==> src/rtl/mc_ctrl_pkg.sv <==
// Shared definitions for the multicycle MIPS main control: state codes, opcodes,
// select codes and the control vector. Defining MC_ADDI_EN adds the addi opcode and states.
package mc_ctrl_pkg;

    typedef enum logic [3:0] {
        S_FETCH  = 4'd0,
        S_DECODE = 4'd1,
        S_MEMADR = 4'd2,
        S_MEMRD  = 4'd3,
        S_MEMWB  = 4'd4,
        S_MEMWR  = 4'd5,
        S_EXEC   = 4'd6,
        S_ALUWB  = 4'd7,
        S_BRANCH = 4'd8,
        S_JUMP   = 4'd9
`ifdef MC_ADDI_EN
        ,
        S_ADDIEX = 4'd10,
        S_ADDIWB = 4'd11
`endif
    } state_t;

    localparam logic [5:0] OP_RTYPE = 6'b000000;
    localparam logic [5:0] OP_LW    = 6'b100011;
    localparam logic [5:0] OP_SW    = 6'b101011;
    localparam logic [5:0] OP_BEQ   = 6'b000100;
    localparam logic [5:0] OP_J     = 6'b000010;
    localparam logic [5:0] OP_ADDI  = 6'b001000;

    localparam logic [1:0] ALUOP_ADD   = 2'b00;
    localparam logic [1:0] ALUOP_SUB   = 2'b01;
    localparam logic [1:0] ALUOP_FUNCT = 2'b10;

    localparam logic [1:0] SRCB_REG     = 2'b00;
    localparam logic [1:0] SRCB_FOUR    = 2'b01;
    localparam logic [1:0] SRCB_IMM     = 2'b10;
    localparam logic [1:0] SRCB_IMM_SH2 = 2'b11;

    localparam logic [1:0] PCSRC_ALU    = 2'b00;
    localparam logic [1:0] PCSRC_ALUOUT = 2'b01;
    localparam logic [1:0] PCSRC_JUMP   = 2'b10;

    typedef struct packed {
        logic [1:0] alu_op;
        logic       alu_src_a;
        logic [1:0] alu_src_b;
        logic [1:0] pc_source;
        logic       iord;
        logic       mem_read;
        logic       mem_write;
        logic       ir_write;
        logic       reg_dst;
        logic       mem_to_reg;
        logic       reg_write;
        logic       pc_write;
        logic       pc_write_cond;
    } ctrl_t;

    localparam ctrl_t CTRL_IDLE = '{
        alu_op:        ALUOP_ADD,
        alu_src_a:     1'b0,
        alu_src_b:     SRCB_REG,
        pc_source:     PCSRC_ALU,
        iord:          1'b0,
        mem_read:      1'b0,
        mem_write:     1'b0,
        ir_write:      1'b0,
        reg_dst:       1'b0,
        mem_to_reg:    1'b0,
        reg_write:     1'b0,
        pc_write:      1'b0,
        pc_write_cond: 1'b0
    };

    function automatic logic opcode_legal(input logic [5:0] op);
        logic legal;
        case (op)
            OP_RTYPE, OP_LW, OP_SW, OP_BEQ, OP_J: legal = 1'b1;
`ifdef MC_ADDI_EN
            OP_ADDI:                              legal = 1'b1;
`endif
            default:                              legal = 1'b0;
        endcase
        return legal;
    endfunction

endpackage

==> src/rtl/mc_ctrl_outdec.sv <==
// Combinational decoder from the main-control state (plus mem_ready for the
// FETCH write strobes) to the full datapath control vector.
module mc_ctrl_outdec
    import mc_ctrl_pkg::*;
(
    input  state_t state,
    input  logic   mem_ready,
    output ctrl_t  ctrl
);

    // Moore decode; only ir_write/pc_write in FETCH look at mem_ready
    always_comb begin
        ctrl = CTRL_IDLE;
        case (state)
            S_FETCH: begin
                ctrl.mem_read  = 1'b1;
                ctrl.alu_src_b = SRCB_FOUR;
                ctrl.alu_op    = ALUOP_ADD;
                if (mem_ready) begin
                    ctrl.ir_write = 1'b1;
                    ctrl.pc_write = 1'b1;
                end else begin
                    ctrl.ir_write = 1'b0;
                    ctrl.pc_write = 1'b0;
                end
            end
            S_DECODE: begin
                ctrl.alu_src_b = SRCB_IMM_SH2;
                ctrl.alu_op    = ALUOP_ADD;
            end
            S_MEMADR: begin
                ctrl.alu_src_a = 1'b1;
                ctrl.alu_src_b = SRCB_IMM;
                ctrl.alu_op    = ALUOP_ADD;
            end
            S_MEMRD: begin
                ctrl.iord     = 1'b1;
                ctrl.mem_read = 1'b1;
            end
            S_MEMWB: begin
                ctrl.reg_dst    = 1'b0;
                ctrl.mem_to_reg = 1'b1;
                ctrl.reg_write  = 1'b1;
            end
            S_MEMWR: begin
                ctrl.iord      = 1'b1;
                ctrl.mem_write = 1'b1;
            end
            S_EXEC: begin
                ctrl.alu_src_a = 1'b1;
                ctrl.alu_src_b = SRCB_REG;
                ctrl.alu_op    = ALUOP_FUNCT;
            end
            S_ALUWB: begin
                ctrl.reg_dst    = 1'b1;
                ctrl.mem_to_reg = 1'b0;
                ctrl.reg_write  = 1'b1;
            end
            S_BRANCH: begin
                ctrl.alu_src_a     = 1'b1;
                ctrl.alu_src_b     = SRCB_REG;
                ctrl.alu_op        = ALUOP_SUB;
                ctrl.pc_source     = PCSRC_ALUOUT;
                ctrl.pc_write_cond = 1'b1;
            end
            S_JUMP: begin
                ctrl.pc_source = PCSRC_JUMP;
                ctrl.pc_write  = 1'b1;
            end
`ifdef MC_ADDI_EN
            S_ADDIEX: begin
                ctrl.alu_src_a = 1'b1;
                ctrl.alu_src_b = SRCB_IMM;
                ctrl.alu_op    = ALUOP_ADD;
            end
            S_ADDIWB: begin
                ctrl.reg_dst    = 1'b0;
                ctrl.mem_to_reg = 1'b0;
                ctrl.reg_write  = 1'b1;
            end
`endif
            default: ctrl = CTRL_IDLE;
        endcase
    end

endmodule

==> src/rtl/mc_main_control.sv <==
// Multicycle MIPS main control FSM with memory-wait timeout monitor.
// Optional addi support is enabled by defining MC_ADDI_EN.
module mc_main_control
    import mc_ctrl_pkg::*;
#(
    parameter int MEM_WAIT_MAX = 15
) (
    input  logic       clk,
    input  logic       reset,
    input  logic [5:0] opcode,
    input  logic       mem_ready,
    output logic [1:0] alu_op,
    output logic       alu_src_a,
    output logic [1:0] alu_src_b,
    output logic [1:0] pc_source,
    output logic       iord,
    output logic       mem_read,
    output logic       mem_write,
    output logic       ir_write,
    output logic       reg_dst,
    output logic       mem_to_reg,
    output logic       reg_write,
    output logic       pc_write,
    output logic       pc_write_cond,
    output logic       illegal_op,
    output logic       mem_timeout,
    output logic [3:0] state
);

    localparam int CW = (MEM_WAIT_MAX > 1) ? $clog2(MEM_WAIT_MAX + 1) : 1;
    localparam logic [CW-1:0] WAIT_MAX_C  = CW'(MEM_WAIT_MAX);
    localparam logic [CW-1:0] WAIT_LAST_C = CW'(MEM_WAIT_MAX - 1);

    state_t        state_r;
    state_t        state_next_s;
    ctrl_t         dec_ctrl_s;
    ctrl_t         ctrl_s;
    logic          in_mem_s;
    logic          wait_hit_s;
    logic          wait_sat_s;
    logic          illegal_s;
    logic [CW-1:0] wait_cnt_r;
    logic          timeout_r;

    // State register; reset aborts any instruction in flight
    always_ff @(posedge clk) begin
        if (reset) begin
            state_r <= S_FETCH;
        end else begin
            state_r <= state_next_s;
        end
    end

    // Next-state logic; opcode is only consulted in DECODE and MEMADR
    always_comb begin
        state_next_s = state_r;
        case (state_r)
            S_FETCH: begin
                if (mem_ready) begin
                    state_next_s = S_DECODE;
                end else begin
                    state_next_s = S_FETCH;
                end
            end
            S_DECODE: begin
                case (opcode)
                    OP_LW, OP_SW: state_next_s = S_MEMADR;
                    OP_RTYPE:     state_next_s = S_EXEC;
                    OP_BEQ:       state_next_s = S_BRANCH;
                    OP_J:         state_next_s = S_JUMP;
`ifdef MC_ADDI_EN
                    OP_ADDI:      state_next_s = S_ADDIEX;
`endif
                    default:      state_next_s = S_FETCH;
                endcase
            end
            S_MEMADR: begin
                if (opcode == OP_LW) begin
                    state_next_s = S_MEMRD;
                end else if (opcode == OP_SW) begin
                    state_next_s = S_MEMWR;
                end else begin
                    state_next_s = S_FETCH;
                end
            end
            S_MEMRD: begin
                if (mem_ready) begin
                    state_next_s = S_MEMWB;
                end else begin
                    state_next_s = S_MEMRD;
                end
            end
            S_MEMWR: begin
                if (mem_ready) begin
                    state_next_s = S_FETCH;
                end else begin
                    state_next_s = S_MEMWR;
                end
            end
            S_EXEC:   state_next_s = S_ALUWB;
            S_MEMWB,
            S_ALUWB,
            S_BRANCH,
            S_JUMP:   state_next_s = S_FETCH;
`ifdef MC_ADDI_EN
            S_ADDIEX: state_next_s = S_ADDIWB;
            S_ADDIWB: state_next_s = S_FETCH;
`endif
            default:  state_next_s = S_FETCH;
        endcase
    end

    assign in_mem_s   = (state_r == S_FETCH) || (state_r == S_MEMRD) || (state_r == S_MEMWR);
    assign wait_sat_s = (wait_cnt_r == WAIT_MAX_C);
    assign wait_hit_s = (MEM_WAIT_MAX != 0) && (wait_cnt_r == WAIT_LAST_C);

    // Wait counter: cleared on every state change, saturates so the timeout fires once per visit
    always_ff @(posedge clk) begin
        if (reset) begin
            wait_cnt_r <= '0;
            timeout_r  <= 1'b0;
        end else begin
            timeout_r <= in_mem_s && !mem_ready && wait_hit_s;
            if (state_next_s != state_r) begin
                wait_cnt_r <= '0;
            end else if (in_mem_s && !mem_ready && !wait_sat_s) begin
                wait_cnt_r <= wait_cnt_r + CW'(1);
            end else begin
                wait_cnt_r <= wait_cnt_r;
            end
        end
    end

    mc_ctrl_outdec u_outdec (
        .state     (state_r),
        .mem_ready (mem_ready),
        .ctrl      (dec_ctrl_s)
    );

    // Force every strobe and select low while reset is held
    always_comb begin
        if (reset) begin
            ctrl_s    = CTRL_IDLE;
            illegal_s = 1'b0;
        end else begin
            ctrl_s    = dec_ctrl_s;
            illegal_s = (state_r == S_DECODE) && !opcode_legal(opcode);
        end
    end

    assign alu_op        = ctrl_s.alu_op;
    assign alu_src_a     = ctrl_s.alu_src_a;
    assign alu_src_b     = ctrl_s.alu_src_b;
    assign pc_source     = ctrl_s.pc_source;
    assign iord          = ctrl_s.iord;
    assign mem_read      = ctrl_s.mem_read;
    assign mem_write     = ctrl_s.mem_write;
    assign ir_write      = ctrl_s.ir_write;
    assign reg_dst       = ctrl_s.reg_dst;
    assign mem_to_reg    = ctrl_s.mem_to_reg;
    assign reg_write     = ctrl_s.reg_write;
    assign pc_write      = ctrl_s.pc_write;
    assign pc_write_cond = ctrl_s.pc_write_cond;
    assign illegal_op    = illegal_s;
    assign mem_timeout   = timeout_r && !reset;
    assign state         = state_r;

endmodule

==> config.mk <==
export PLATFORM = sky130hd
export DESIGN_NAME = mc_main_control
export DESIGN_NICKNAME = d
export VERILOG_FILES = /design/src/rtl/mc_ctrl_pkg.sv /design/src/rtl/mc_ctrl_outdec.sv /design/src/rtl/mc_main_control.sv
export SDC_FILE = /design/constraint.sdc
export NUM_CORES = 1
export LEC_CHECK = 0
export ABC_AREA = 1
export CORE_ASPECT_RATIO = 1.4
export CORE_MARGIN = 8
export CORE_UTILIZATION = 42
export CTS_BUF_LIST = sky130_fd_sc_hd__clkbuf_8
export DETAILED_ROUTE_END_ITERATION = 7
export PLACE_DENSITY = 0.79
export SETUP_SLACK_MARGIN = 0.3
export SLEW_MARGIN = 15
export SYNTH_ARGS = -nofsm -noshare
export SYNTH_HDL_FRONTEND = slang
export SYNTH_HIERARCHICAL = 1
export SYNTH_SLANG_ARGS = --single-unit
==> constraint.sdc <==
create_clock -name clk -period 1.3 [get_ports clk]
set_clock_uncertainty 0.15 [all_clocks]
set_input_delay 0.26 -clock clk [delete_from_list [all_inputs] [get_ports clk]]
set_output_delay 0.26 -clock clk [all_outputs]
set_load 0.1 [all_outputs]
==> qor.csv, run 1 <==
metric,value,unit
status,aborted with a tool error,
stop_stage,global routing (5_1_grt),
error,"[ERROR DPL-0038] Utilization greater than 100%, impossible to legalize",
die_h,70.72,microns
cts_buffers,3,
postSynthCellCount,168,
cts_num_sinks,9,
synth-seq-area-share,0.2006,
clockBufferDepth,2,
synth_edf_count,0,
async_flop_share,0,
postGrtWorstEndpoint,ir_write,
dpl_worst_slack,-0.6354,ns
dp_hpwl,2596,microns
endpoint_type,primary output,
yosys_warnings,6,
die_w,55.09,microns
synth_cell_types,19,
netlist_area,898.4,sq um
synth_ff_type,dfxtp_1,
ios,31,
grt_max_degree,11,
root_buffer,clkbuf_8,
placementRows,20,
htree_levels,1,
port_buffers,30,
synth_seq_cells,9,
synth_nets,179,
avgSynthCellArea,5.347,sq um
initial_core_util,0.4274,
gp_congestion,0.8433,
-- per-stage QoR --
step / instances / cell area, sq um
2_1_floorplan: 168 / 1120
3_3_place_gp: 235 / 1773
3_5_place_dp: 235 / 1773
4_1_cts: 246 / 2019
-- cells in the mapped netlist (5+ instances only) --
| cell type | n | area [sq um] |
|---|---|---|
| nand4_1 | 9 | 56.30 |
| inv_1 | 37 | 138.9 |
| a21oi_1 | 7 | 35.03 |
| inv_2 | 5 | 18.77 |
| dfxtp_1 | 9 | 180.2 |
| nand3_1 | 12 | 60.06 |
| nand2_1 | 32 | 120.1 |
| nor2_1 | 39 | 146.4 |
-- cell families after synthesis --
kind of cell / synth area share
adder cells (fa/ha/maj): 0.02785
AO/OA/AOI/OAI: 0.05014
buffers and inverters: 0.1922
AND/OR/NAND/NOR: 0.5195
XOR/XNOR: 0.009751
flip-flops: 0.2006
-- repair_timing --
action / 4_1_cts
hold buffers: 0
gates cloned: 1
endpoints found under the hold margin: 0
gates resized for setup: 70
pin swaps: 20
setup buffers: 6
setup endpoints to repair: 31
==> run 2: changes to the inputs <==
CORE_AREA = 8 8 69 71   (was default)
CORE_ASPECT_RATIO = default   (was 1.4)
CORE_MARGIN = default   (was 8)
CORE_UTILIZATION = default   (was 42)
CTS_BUF_LIST = default   (was sky130_fd_sc_hd__clkbuf_8)
DIE_AREA = 0 0 77 79   (was default)
PLACE_DENSITY = default   (was 0.79)
PLACE_DENSITY_LB_ADDON = 0.15   (was default)
SETUP_SLACK_MARGIN = default   (was 0.3)
clock period = 1.7 ns   (was 1.3 ns; I/O delays follow)
==> qor.csv, run 2 <==
metric,value,unit,change
grt_pass1_vias,1262,,
root_buffer,clkbuf_8,,
multi_input_area,812.0,sq um,
grt.overflow.total,0,,
dpl_worst_slack,-0.3880,ns,+0.2474 ns
placementRows,23,,+15%
async_flop_share,0,,unchanged
cp-start-kind,flip-flop,,
design_area,2052,sq um,
nNetsFinal,246,,
syn_to_final_growth,128.4,%,
drive_gt1_frac,0.6111,,
drc,0,,
tightest_slew,0.4298,ns,
power,0.0007622,W,
avgSynthCellArea,5.347,sq um,unchanged
final_common_cell,buf_4,,
layout_common_cells,"buf_4, nor2_4, buf_12, inv_2, nand2_1",,
setup-tns-final,-1.376,ns,
period_share,1.089,,
reg2reg_from,state[0],,
postSynthCellCount,168,,unchanged
clkTransAtPathRegs,0.05,ns,
synth_top_family_by_area,simple AND/OR/NAND/NOR gates,,
final_max_slew_viol_count,0,,
ff2ff_setup_slack,-0.06,ns,
synthAdderAreaFrac,0.02786,,unchanged
drv_cap,0,,
die_area,6083,sq um,
crit_path_start,state[0],,
drt_iter0_drc,35,,
synth_top_area_cell,dfxtp_1,,
synth-xor-area-share,0.009749,,unchanged
cts_buffers,3,,unchanged
grt_max_degree,17,,
antennaDiodeCount,0,,
setup_ws,-0.1510,ns,
crit_slowest_cell,dfxtp_4,,
via_count,1271,,
hold_slack,0.2821,ns,
synth_nets,179,,unchanged
port_buffers,30,,unchanged
cp.required,1.21,ns,
synth_seq_cells,9,,unchanged
initial_core_util,0.2365,,-0.1909
synth_edf_count,0,,unchanged
grt_pass1_wl,5664,microns,
max_stage_delay,0.41,ns,
ys_top_cells_by_area,"dfxtp_1, nor2_1, inv_1",,
firstDrtPassIters,4,,
crit_fanout,6,,
synth_ff_type,dfxtp_1,,
register_area,195.2,sq um,
netlist_area,898.4,sq um,unchanged
synthSimpleGateAreaFrac,0.5195,,unchanged
arrival,1.36,ns,
clk_latency,0.23,ns,
vias_per_cell,4.475,,
hold_viol,0,,
critPathBufInv,3,,
gp_congestion,0.8212,,-2.6%
finalWirelength,3220,microns,
synth_cell_types,19,,unchanged
path_delay_family,flip-flops,,
crit_path_end_kind,output pin,,
status,finished with violations,,
fmax,0.5402,GHz,
htree_levels,1,,unchanged
ios,31,,unchanged
core,3799,sq um,
violations,negative setup slack,,
fillers,358,,
cp.depth,7,,
hold_path.class,primary input to flip-flop,,
cts_hold_buffers,0,,unchanged
crit_type,flip-flop to output pin,,
cts_num_sinks,9,,unchanged
muxShareOfSynthArea,0,,unchanged
ant_nets,0,,
clockBufferDepth,2,,unchanged
post-synth-top-count-cell,nor2_1,,
drt-wirelength-per-cell,11.34,microns,
power.leakage,0.9133,nW,
synth_compound_area_frac,0.05014,,unchanged
rsz0062_at_grt,yes,,
die_w,77,microns,+40%
die_h,79,microns,+12%
yosys_warnings,6,,unchanged
layout_min_cycle_time,1.851,ns,
reg2reg_depth,11,,
r2r-end,state[0],,
cpMostUsedCell,nand2_2,,
vdd_drop_max,0.4234,mV,
postPlaceCellArea,1758,sq um,-0.85%
synth-seq-area-share,0.2006,,unchanged
synthTopCellsByCount,"nor2_1, inv_1, nand2_1",,
power_density,371.5,nW/um^2,
dp_hpwl,2469,microns,-4.9%
crit_chain,inv_4 -> nor2_4 -> nand2_2 -> inv_2 -> nand2_2 -> nor3_4 -> buf_12,,
track_usage,0.1096,,
finalSetupViolations,17,,
antenna_found_initial,0,,
cts_tree,yes,,
endpoint,illegal_op,,
yosys.area.top_type_share,0.2006,,unchanged
slew_headroom,0.7135,,
==> run 2: cell counts after synthesis <==
Identical to the previous run, type by type.
==> run 2: worst min path at each step <==
stage	endpoint	slack, ns	cells after the start	from
6_report	state[2]	0.28	3	reset
3_5_place_dp	wait_cnt_r[3]	0.36	2	wait_cnt_r[3]
4_1_cts	state[3]	0.29	3	reset
2_1_floorplan	state[2]	0.33	2	opcode[3]
5_1_grt	state[2]	0.30	3	reset
3_3_place_gp	wait_cnt_r[3]	0.35	2	wait_cnt_r[3]
==> run 2: per-layer routing <==
| metal | routed length (microns) | vias up | global-route usage |
|---|---|---|---|
| met1 | 1201 | 594 | 0.1073 |
| met5 | 0 | - | 0 |
| met3 | 114 | 6 | 0.01919 |
| met2 | 1845 | 25 | 0.2209 |
| li1 | - | 646 | - |
| met4 | 59 | 0 | 0.04528 |
==> run 2: worst min-delay path: cells and delay by family <==
kind | cells | cell delay [ns]
buffers and inverters | 2 | 0.24
AO/OA/AOI/OAI | 1 | 0.04
==> run 2: timing repair <==
item / 4_1_cts / 5_1_grt
setup buffers: 16 / 3
endpoints found under the setup margin: 17 / 19
pin swaps: 17 / 21
resized for setup: 38 / 30
hold endpoints to repair: 0 / 0
==> run 2: layout make-up <==
class,instances,share of cell area
Multi-Input combinational cell,114,0.3957
Timing Repair Buffer,65,0.3750
Sequential cell,9,0.09512
Inverter,42,0.08171
Tap cell,50,0.03049
Clock buffer,4,0.02195
==> run 2: power breakdown <==
| part | internal [W] | switching [W] |
|---|---|---|
| sequential | 0.000210 | 0.00000735 |
| clock | 0.000164 | 0.0000876 |
| combinational | 0.000114 | 0.000180 |
==> run 2: through the flow <==
| stage | std cells | utilization |
|---|---|---|
| floorplan | 168 | - |
| global placement | 261 | 0.4628 |
| detailed placement | 261 | 0.4628 |
| CTS | 281 | 0.5201 |
| global route | 284 | 0.5402 |
| finish | 284 | 0.5402 |
==> run 2: kinds of logic after synthesis <==
| family | after synthesis |
|---|---|
| buffers and inverters | 45 |
| flip-flops | 9 |
| XOR/XNOR | 1 |
| adder cells (fa/ha/maj) | 2 |
| AND/OR/NAND/NOR | 102 |
| AO/OA/AOI/OAI | 9 |
(Power assumes the default switching activity.)
